<file path="config.mk">
export PLATFORM = sky130hd
export DESIGN_NAME = counter_prog
export DESIGN_NICKNAME = d
export VERILOG_FILES = /design/src/rtl/counter_prog_pkg.sv /design/src/rtl/counter_prog_next.sv /design/src/rtl/counter_prog.sv
export SDC_FILE = /design/constraint.sdc
export NUM_CORES = 1
export LEC_CHECK = 0
export CAP_MARGIN = 20
export CORE_ASPECT_RATIO = 1.4
export CORE_MARGIN = 2
export CORE_UTILIZATION = 40
export DETAILED_ROUTE_END_ITERATION = 6
export GPL_TIMING_DRIVEN = 0
export PLACE_DENSITY = 0.75
export SLEW_MARGIN = 20
export SYNTH_ARGS = -nofsm -noshare
export SYNTH_HDL_FRONTEND = slang
export SYNTH_SLANG_ARGS = --single-unit
</file>
<file path="constraint.sdc">
create_clock -name i_clk -period 4.7 [get_ports i_clk]
set_clock_uncertainty 0.1 [all_clocks]
set_input_delay 1.175 -clock i_clk [delete_from_list [all_inputs] [get_ports i_clk]]
set_output_delay 1.175 -clock i_clk [all_outputs]
set_load 0.03 [all_outputs]
</file>
<file path="src/rtl/counter_prog_pkg.sv">
// Shared types and constants for the programmable counter.
// Provides the mode/direction enums and the boundary-event codes used between
// the next-state calculator and the top-level register stage.
package counter_prog_pkg;

    typedef enum logic {CNT_WRAP, CNT_SAT} cnt_mode_e;
    typedef enum logic {CNT_DOWN, CNT_UP} cnt_dir_e;

    typedef logic [1:0] ev_code_t;

    localparam ev_code_t EV_NONE = 2'd0;
    localparam ev_code_t EV_OVF  = 2'd1;
    localparam ev_code_t EV_UDF  = 2'd2;

endpackage

</file>
<file path="src/rtl/counter_prog_next.sv">
// Combinational next-count calculator for the programmable counter.
// Ports:
//   count      current count
//   min_val    lower bound (inclusive)
//   max_val    upper bound (inclusive)
//   step       step magnitude; zero means hold with no event
//   dir        count direction
//   mode       wrap or saturate on a boundary event
//   next_count count after one enabled step
//   ev         boundary event code (EV_NONE/EV_OVF/EV_UDF)
module counter_prog_next
    import counter_prog_pkg::*;
#(
    parameter int unsigned COUNT_WD = 16,
    parameter int unsigned STEP_WD  = 4
) (
    input  logic [COUNT_WD-1:0] count,
    input  logic [COUNT_WD-1:0] min_val,
    input  logic [COUNT_WD-1:0] max_val,
    input  logic [STEP_WD-1:0]  step,
    input  cnt_dir_e            dir,
    input  cnt_mode_e           mode,
    output logic [COUNT_WD-1:0] next_count,
    output ev_code_t            ev
);

    localparam int unsigned EW = COUNT_WD + 1;

    // One extra bit keeps the sum free of native wrap and lets the
    // difference go negative so it can be compared against min signed.
    logic [EW-1:0] count_ext;
    logic [EW-1:0] step_ext;
    logic [EW-1:0] min_ext;
    logic [EW-1:0] max_ext;
    logic [EW-1:0] sum;
    logic [EW-1:0] diff;

    assign count_ext = {1'b0, count};
    assign step_ext  = EW'(step);
    assign min_ext   = {1'b0, min_val};
    assign max_ext   = {1'b0, max_val};
    assign sum       = count_ext + step_ext;
    assign diff      = count_ext - step_ext;

    always_comb begin
        next_count = count;
        ev         = EV_NONE;
        if (step != '0) begin
            if (dir == CNT_UP) begin
                if (sum > max_ext) begin
                    ev         = EV_OVF;
                    next_count = (mode == CNT_WRAP) ? min_val : max_val;
                end else begin
                    next_count = sum[COUNT_WD-1:0];
                end
            end else begin
                if ($signed(diff) < $signed(min_ext)) begin
                    ev         = EV_UDF;
                    next_count = (mode == CNT_WRAP) ? max_val : min_val;
                end else begin
                    next_count = diff[COUNT_WD-1:0];
                end
            end
        end
    end

endmodule

</file>
<file path="src/rtl/counter_prog.sv">
// Programmable up/down counter with runtime bounds, step, wrap/saturate mode,
// synchronous load/clear, terminal-count pulse and sticky boundary flags.
// Ports:
//   i_clk, i_rstb    clock, asynchronous active-low reset
//   i_clr            synchronous clear to i_min, clears flags (highest priority)
//   i_load           synchronous load of i_load_val clamped to [i_min, i_max]
//   i_en, i_dir      count enable, direction (1 = up)
//   i_mode           0 = wrap, 1 = saturate
//   i_min, i_max     inclusive bounds; i_step step magnitude
//   i_flag_clr       clears o_ovf/o_udf (a same-cycle event wins)
//   o_count          registered count
//   o_tc             one-cycle pulse after each boundary event
//   o_ovf, o_udf     sticky upward/downward event flags
//   o_cfg_err        registered i_min > i_max
module counter_prog
    import counter_prog_pkg::*;
#(
    parameter int unsigned COUNT_WD = 16,
    parameter int unsigned STEP_WD  = 4,
    parameter int unsigned RST_VAL  = 0
) (
    input  logic                i_clk,
    input  logic                i_rstb,
    input  logic                i_clr,
    input  logic                i_en,
    input  logic                i_dir,
    input  logic                i_mode,
    input  logic                i_load,
    input  logic [COUNT_WD-1:0] i_load_val,
    input  logic [COUNT_WD-1:0] i_min,
    input  logic [COUNT_WD-1:0] i_max,
    input  logic [STEP_WD-1:0]  i_step,
    input  logic                i_flag_clr,
    output logic [COUNT_WD-1:0] o_count,
    output logic                o_tc,
    output logic                o_ovf,
    output logic                o_udf,
    output logic                o_cfg_err
);

    logic [COUNT_WD-1:0] count_q, count_d;
    logic                tc_q, tc_d;
    logic                ovf_q, ovf_d;
    logic                udf_q, udf_d;
    logic                cfg_err_q, cfg_err_d;

    logic                cfg_bad;
    logic [COUNT_WD-1:0] next_count;
    ev_code_t            ev;

    counter_prog_next #(
        .COUNT_WD (COUNT_WD),
        .STEP_WD  (STEP_WD)
    ) u_next (
        .count      (count_q),
        .min_val    (i_min),
        .max_val    (i_max),
        .step       (i_step),
        .dir        (cnt_dir_e'(i_dir)),
        .mode       (cnt_mode_e'(i_mode)),
        .next_count (next_count),
        .ev         (ev)
    );

    // Bad bounds block load/enable in the same cycle they are presented, so
    // a clamp or step is never evaluated against an inverted range.
    assign cfg_bad = (i_min > i_max);

    always_comb begin
        count_d   = count_q;
        tc_d      = 1'b0;
        ovf_d     = ovf_q;
        udf_d     = udf_q;
        cfg_err_d = cfg_bad;

        if (i_flag_clr) begin
            ovf_d = 1'b0;
            udf_d = 1'b0;
        end

        if (i_clr) begin
            count_d = i_min;
            ovf_d   = 1'b0;
            udf_d   = 1'b0;
        end else if (!cfg_bad) begin
            if (i_load) begin
                if (i_load_val < i_min) begin
                    count_d = i_min;
                end else if (i_load_val > i_max) begin
                    count_d = i_max;
                end else begin
                    count_d = i_load_val;
                end
            end else if (i_en) begin
                count_d = next_count;
                // Set overrides a same-cycle flag clear.
                if (ev == EV_OVF) begin
                    tc_d  = 1'b1;
                    ovf_d = 1'b1;
                end else if (ev == EV_UDF) begin
                    tc_d  = 1'b1;
                    udf_d = 1'b1;
                end
            end
        end
    end

    always_ff @(posedge i_clk or negedge i_rstb) begin
        if (!i_rstb) begin
            count_q   <= COUNT_WD'(RST_VAL);
            tc_q      <= 1'b0;
            ovf_q     <= 1'b0;
            udf_q     <= 1'b0;
            cfg_err_q <= 1'b0;
        end else begin
            count_q   <= count_d;
            tc_q      <= tc_d;
            ovf_q     <= ovf_d;
            udf_q     <= udf_d;
            cfg_err_q <= cfg_err_d;
        end
    end

    assign o_count   = count_q;
    assign o_tc      = tc_q;
    assign o_ovf     = ovf_q;
    assign o_udf     = udf_q;
    assign o_cfg_err = cfg_err_q;

endmodule

</file>
Yosys cells after proc, flatten, opt, wreduce, memory -nomap -nowiden

Index checks and enable logic that the tools add are counted.

$add $sub $neg: 2
$mul: 0
Div/mod/pow operators: 0
Magnitude comparators: 5
Eq/ne operators: 3
Shifts and indexed selects: 0
Muxes and demuxes: 35
Bitwise operators: 0
Reductions and logical operators: 4

Operators with widths:

| kind                 | number |
|---|---|
| $mux W16             | 12 |
| $gt A16 B16 Y1       | 2 |
| $mux W1              | 20 |
| $add A16 B4 Y17      | 1 |
| $gt A17 B16 Y1       | 1 |
| $lt A17 B17 Y1       | 1 |
| $sub A16 B4 Y17      | 1 |
| $lt A16 B16 Y1       | 1 |
| $mux W2              | 3 |
| $reduce_bool A3 Y1   | 2 |
| $reduce_bool A4 Y1   | 1 |
| $reduce_and A3 Y1    | 1 |
| $eq A2 B1 Y1 const B | 1 |
| $eq A2 B2 Y1 const B | 1 |
| $ne A2 B2 Y1 const B | 1 |

Bits in registers: 20
Latch bits: 0
Memory bits (writable): 0
Memory bits (read-only): 0
Bits of input ports: 60
Output and inout bits: 20
Logic and storage cells: 54
Memories: 0

Depth between registers and ports, before layout

Gate-level depths: netlist of run 1.

Depth in word-level cells: 12
Depth in mapped cells: 21
Mapped depth without buffers: 20

Modules after synthesis

Synthesis of run 1 repeated with hierarchy kept, for this count alone.

Cell total of the unflattened synthesis: 716
Area total of the unflattened synthesis: 5436.5 µm²

Modules (own cells, without submodules):

| module            | instances | cells each | area each (µm²) | seq. area each (µm²) |
|---|---|---|---|---|
| counter_prog      | 1         | 331        | 2846.5          | 500.5 |
| counter_prog_next | 1         | 385        | 2590.0          | 0.0 |

Worst setup path before layout of run 1

OpenSTA, ideal clock, no wires.

Path type: input to register
From: in i_step[0]
To: reg tc_q, in the netlist o_tc
Setup time: 101 ps
Arrival time: 4659 ps
Data required time: 4499 ps
Setup slack: -160 ps
Stages on the path: 17
Path buffers: 1
Cell sequence: ha_1 inv_1 fa_1 nor2_1 o311ai_1 nor2_1 nand4_1 xnor2_1 ha_1 a21o_1 a2111oi_0 a31o_2 o41ai_2 clkbuf_1 and3_1 ha_1 nor4_1

Cells in the longest elaborated chain, start to end: 12
Elaborated cells between the ends (all ways): 17
Classes of those cells: add/sub (2); order compare (2); eq/ne (2); mux (10); reduce/logical (1)

Ends and longest elaborated chain:

| element                                                   | RTL line                                         | text |
|---|---|---|
| start, declared                                           | counter_prog.sv:32                               | `input logic [STEP_WD-1:0] i_step,` |
| $add A16 B4 Y17 / $sub A16 B4 Y17 (equally long branches) | counter_prog_next.sv:42, counter_prog_next.sv:43 |  |
| $gt A17 B16 Y1 / $lt A17 B17 Y1 (equally long branches)   | counter_prog_next.sv:50, counter_prog_next.sv:57 |  |
| $mux W1 / $mux W2 (equally long branches)                 | counter_prog_next.sv:50, counter_prog_next.sv:57 |  |
| $mux W2                                                   | counter_prog_next.sv:49                          | `if (dir == CNT_UP) begin` |
| $mux W2 (*)                                               | counter_prog_next.sv:48                          | `if (step != '0) begin` |
| $eq A2 B2 Y1                                              | counter_prog.sv:100                              | `end else if (ev == EV_UDF) begin` |
| $mux W1                                                   | counter_prog.sv:100                              |  |
| $mux W1 (*)                                               | counter_prog.sv:97                               | `if (ev == EV_OVF) begin` |
| $mux W1 (*)                                               | counter_prog.sv:94                               | `end else if (i_en) begin` |
| $mux W1 (*)                                               | counter_prog.sv:86                               | `if (i_load) begin` |
| $mux W1 (*)                                               | counter_prog.sv:85                               | `end else if (!cfg_bad) begin` |
| $mux W1 (*)                                               | counter_prog.sv:81                               | `if (i_clr) begin` |
| via tc_d                                                  | counter_prog.sv:42                               | `logic tc_q, tc_d;` |
| end signal, assigned                                      | counter_prog.sv:117                              | `tc_q <= tc_d;` |
| end, declared                                             | counter_prog.sv:42                               |  |

The timed path passes the listed nets; every way through them passes the cells marked *.
A chain may end at the register's enable or synchronous reset.

Worst setup path in the final report of run 1

From: in i_step[0]
To: reg count_q[12], in the netlist o_count[12]

Cells in the longest elaborated chain, start to end: 9
Elaborated cells between the ends (all ways): 15
Classes of those cells: add/sub (2); order compare (2); mux (8); reduce/logical (3)

Ends and longest elaborated chain:

| element                                                   | RTL line                                         | text |
|---|---|---|
| $sub A16 B4 Y17 / $add A16 B4 Y17 (equally long branches) | counter_prog_next.sv:43, counter_prog_next.sv:42 |  |
| $lt A17 B17 Y1 / $gt A17 B16 Y1 (equally long branches)   | counter_prog_next.sv:57, counter_prog_next.sv:50 |  |
| $mux W16, on equally long branches                        | counter_prog_next.sv:57, counter_prog_next.sv:50 |  |
| $mux W16                                                  | counter_prog_next.sv:49                          |  |
| $mux W16                                                  | counter_prog_next.sv:48                          |  |
| $mux W16                                                  | counter_prog.sv:94                               |  |
| $mux W16                                                  | counter_prog.sv:86                               |  |
| $mux W16                                                  | counter_prog.sv:85                               |  |
| $mux W16                                                  | counter_prog.sv:81                               |  |
| end signal, assigned                                      | counter_prog.sv:110                              | `count_q <= COUNT_WD'(RST_VAL);` |
| end signal, assigned                                      | counter_prog.sv:116                              | `count_q <= count_d;` |
| end, declared                                             | counter_prog.sv:41                               | `logic [COUNT_WD-1:0] count_q, count_d;` |

Parallel ways exist; a longest one is shown, timed or not. The select of a mux whose other input is x is not followed.

==> metrics, run 1 <==
worst-margin pin slew=0.800 ns; CTS H-tree depth=1; TritonCTS clock tree=yes; slowest stage delay, CP=between 0.4 and 0.5 ns; crit-path cells=buf_8 > ha_4 > inv_2 > fa_2 > a21o_1 > a21boi_2 > nand2_2 > or4_4 > xnor2_4 > ha_4 > and3_4 > a221oi_2 > and4b_2 > o21ai_4 > nand2_8 > buf_12 > mux2i_1 > o211a_1 > o221ai_2; Setup WS post-layout=-0.206 ns; RD Place Congestion=0.992; Hold Startpoint=o_udf; Leak=3.03 nW; initial antenna violation count=0; total chip power=1.80 mW; most common cell after layout, fill and taps aside=ha_1; Reg2Reg Setup Slack=0.23 ns; Mapped Cells=615; Bufs on Longest Clock Path=2; setup TNS=-1.98 ns; Synthesis Warnings=0; final setup vio count=19; Buffers on Ports=78; Post-synth top flop=dfrtp_1; I/O pins=80; worst r2r src=o_count[0]; Setup crit start kind=primary input; violated checks=setup timing; average cell area after synthesis=7.83 sq um; status=complete, but fails checks; placed cell area=5810 sq um; Core Util, Final=0.570; async set-reset flop share out of synthesis=1.00; Die ar.=13000 sq um; row count=47; Vias=5538; drt wl/cell=21.7 um; global-route wire length before repair=30000 um; share of layout cells above drive strength 1=0.211; worst-path maximum fanout=5; CP max stage cell=or4_4; relative slew slack=0.467; clock latency on the worst-skew pair=between 0.2 and 0.3 ns; GRT overflow=0; # hold bufs at CTS=0; worst path required time=4.70 ns; hold crit path type=reg2reg; Layout area overhead=39.7%; unrepaired setup endpoints after global routing=yes; most frequent cells in the layout=77 x ha_1, 73 x clkdlybuf4s50_1, 62 x nand2_1; Reg clk slew, reported paths=0.06 ns; final hold violation count=0; post-route ant nets=0; gr usage total=0.289; minimum clock period after layout=approximately 4.9 ns; Core Region=between 10000 and 15000 sq um; largest net degree at the start of global routing=21; die extent in y=134 um; most used cell along the critical path=ha_4; Die Width=96.8 um; hpwl dp=15100 um; CP arrival=4.91 ns; EDFF count, synth=0; dpl cells=840; Clock Tree Root=clkbuf_16; synthesized area=4820 sq um; post-route cell area=6730 sq um; crit path capture type=flop; #FFs+latches synth=20; antenna cell count=0; period utilization=1.04; DR pass1 iterations=5; CP startpoint=i_step[0]; syn_nets=about 770; DRC=0; PD cells=~270 nW/um^2; Inserted Clock Buffers=3; Layout Cells excl Fill=878; Worst R2R Path Depth=19; Hold Path Stages=2; Post-Route WL=19100 um; max-slew violations=0; Seq/Total Area, Yosys=0.104; Initial Utilization=0.408; 1st-iter DRT viols=422; Max rail drop VDD=0.000150 V; final hold slack=0.450 ns; Vias/cell=6.31; post-placement setup slack=-1.33 ns; Max Clock Freq=204 MHz; Synth cell types=69; CTS sink cnt=20; Crit Path Category=in2reg; max_cap viols=0; Final nets=882; vias in the first global route=5868
## area by class of cell
type	count	area (sq um)
buffer	31	184
sequential	20	500
clock buffer	3	75.1
tap	147	184
clock inverter	1	30.0
inverter	51	194
multi-input combinational	511	4470
fill	1059	5090
timing repair buffer	114	1100
## worst paths after layout
kind	to
worst max-delay path	o_count[12]
worst min-delay path	o_udf
worst max register to register	o_count[12]
worst min register to register	o_udf
max in group asynchronous	o_count[14]
min in group asynchronous	o_count[3]
## timing repair
| item | 4_1_cts | 5_1_grt |
|---|---|---|
| buffers inserted | 25 | 10 |
| gates resized for setup | 74 | 36 |
| cloned | 1 | 0 |
| setup endpoints to repair | 19 | 19 |
| hold endpoints to repair | 0 | 0 |
| pin swaps | 34 | 30 |
## power by group
group / internal (mW) / switching (mW)
Combinational: 0.618 / 0.722
Clock: 0.169 / 0.0730
Sequential: 0.195 / 0.0262
## cells in the mapped netlist (4+ instances only)
cell type | count | share of area
xor2_1 | 13 | 0.024
ha_1 | 88 | 0.23
inv_1 | 50 | 0.039
nor4_1 | 6 | 0.0078
buf_2 | 10 | 0.010
nand3_1 | 12 | 0.012
clkbuf_1 | 17 | 0.013
nand4_1 | 15 | 0.019
xnor2_1 | 13 | 0.024
nor2b_1 | 5 | 0.0065
and3_1 | 4 | 0.0052
nor2_1 | 36 | 0.028
o221ai_1 | 9 | 0.016
nor3_1 | 6 | 0.0062
a21o_1 | 11 | 0.017
nand2b_1 | 6 | 0.0078
a211oi_1 | 9 | 0.014
a22o_1 | 5 | 0.0091
mux2i_1 | 40 | 0.083
a21oi_1 | 28 | 0.029
nand2_1 | 64 | 0.050
mux2_2 | 10 | 0.023
o21a_1 | 6 | 0.0093
a22oi_1 | 11 | 0.017
o21ai_0 | 41 | 0.043
a221oi_1 | 6 | 0.011
o211ai_1 | 11 | 0.017
a31oi_1 | 4 | 0.0052
dfrtp_1 | 20 | 0.10
## critical path, delay by kind of cell
family | cells | cell delay [ns]
mux | 1 | 0.21
compound gates | 6 | 1.10
buf+inv | 3 | 0.26
xor+xnor | 1 | 0.20
simple gates | 5 | 1.16
fa+ha+maj | 3 | 0.77
## cell families after synthesis
| family | Yosys count | synth area share |
|---|---|---|
| compound gates | 174 | 0.253 |
| xor+xnor | 26 | 0.0473 |
| fa+ha+maj | 90 | 0.237 |
| buf+inv | 84 | 0.0761 |
| flops | 20 | 0.104 |
| mux | 51 | 0.109 |
| simple gates | 170 | 0.175 |
## flip-flops by register name (all words and copies together), names as in the netlist
register and count:
o_ovf 1, o_udf 1, o_count 16, o_tc 1, o_cfg_err 1
## layer usage
metal / GRT usage / part of all wire
met1: 0.302 / 0.35
met2: 0.520 / 0.49
met5: 0 / 0
met3: 0.0370 / 0.058
met4: 0.227 / 0.10
Power figures use the tool's default switching activity.
==> run 2: changes to the inputs <==
--- a/config.mk
+++ b/config.mk
@@ -9,6 +9,7 @@
 export CORE_ASPECT_RATIO = 1.4
 export CORE_MARGIN = 2
 export CORE_UTILIZATION = 40
+export CTS_CLUSTER_SIZE = 10
 export DETAILED_ROUTE_END_ITERATION = 6
 export GPL_TIMING_DRIVEN = 0
 export PLACE_DENSITY = 0.75
==> results of run 2 <==
The final DEF is identical to that of run 1; final timing and power are the same.
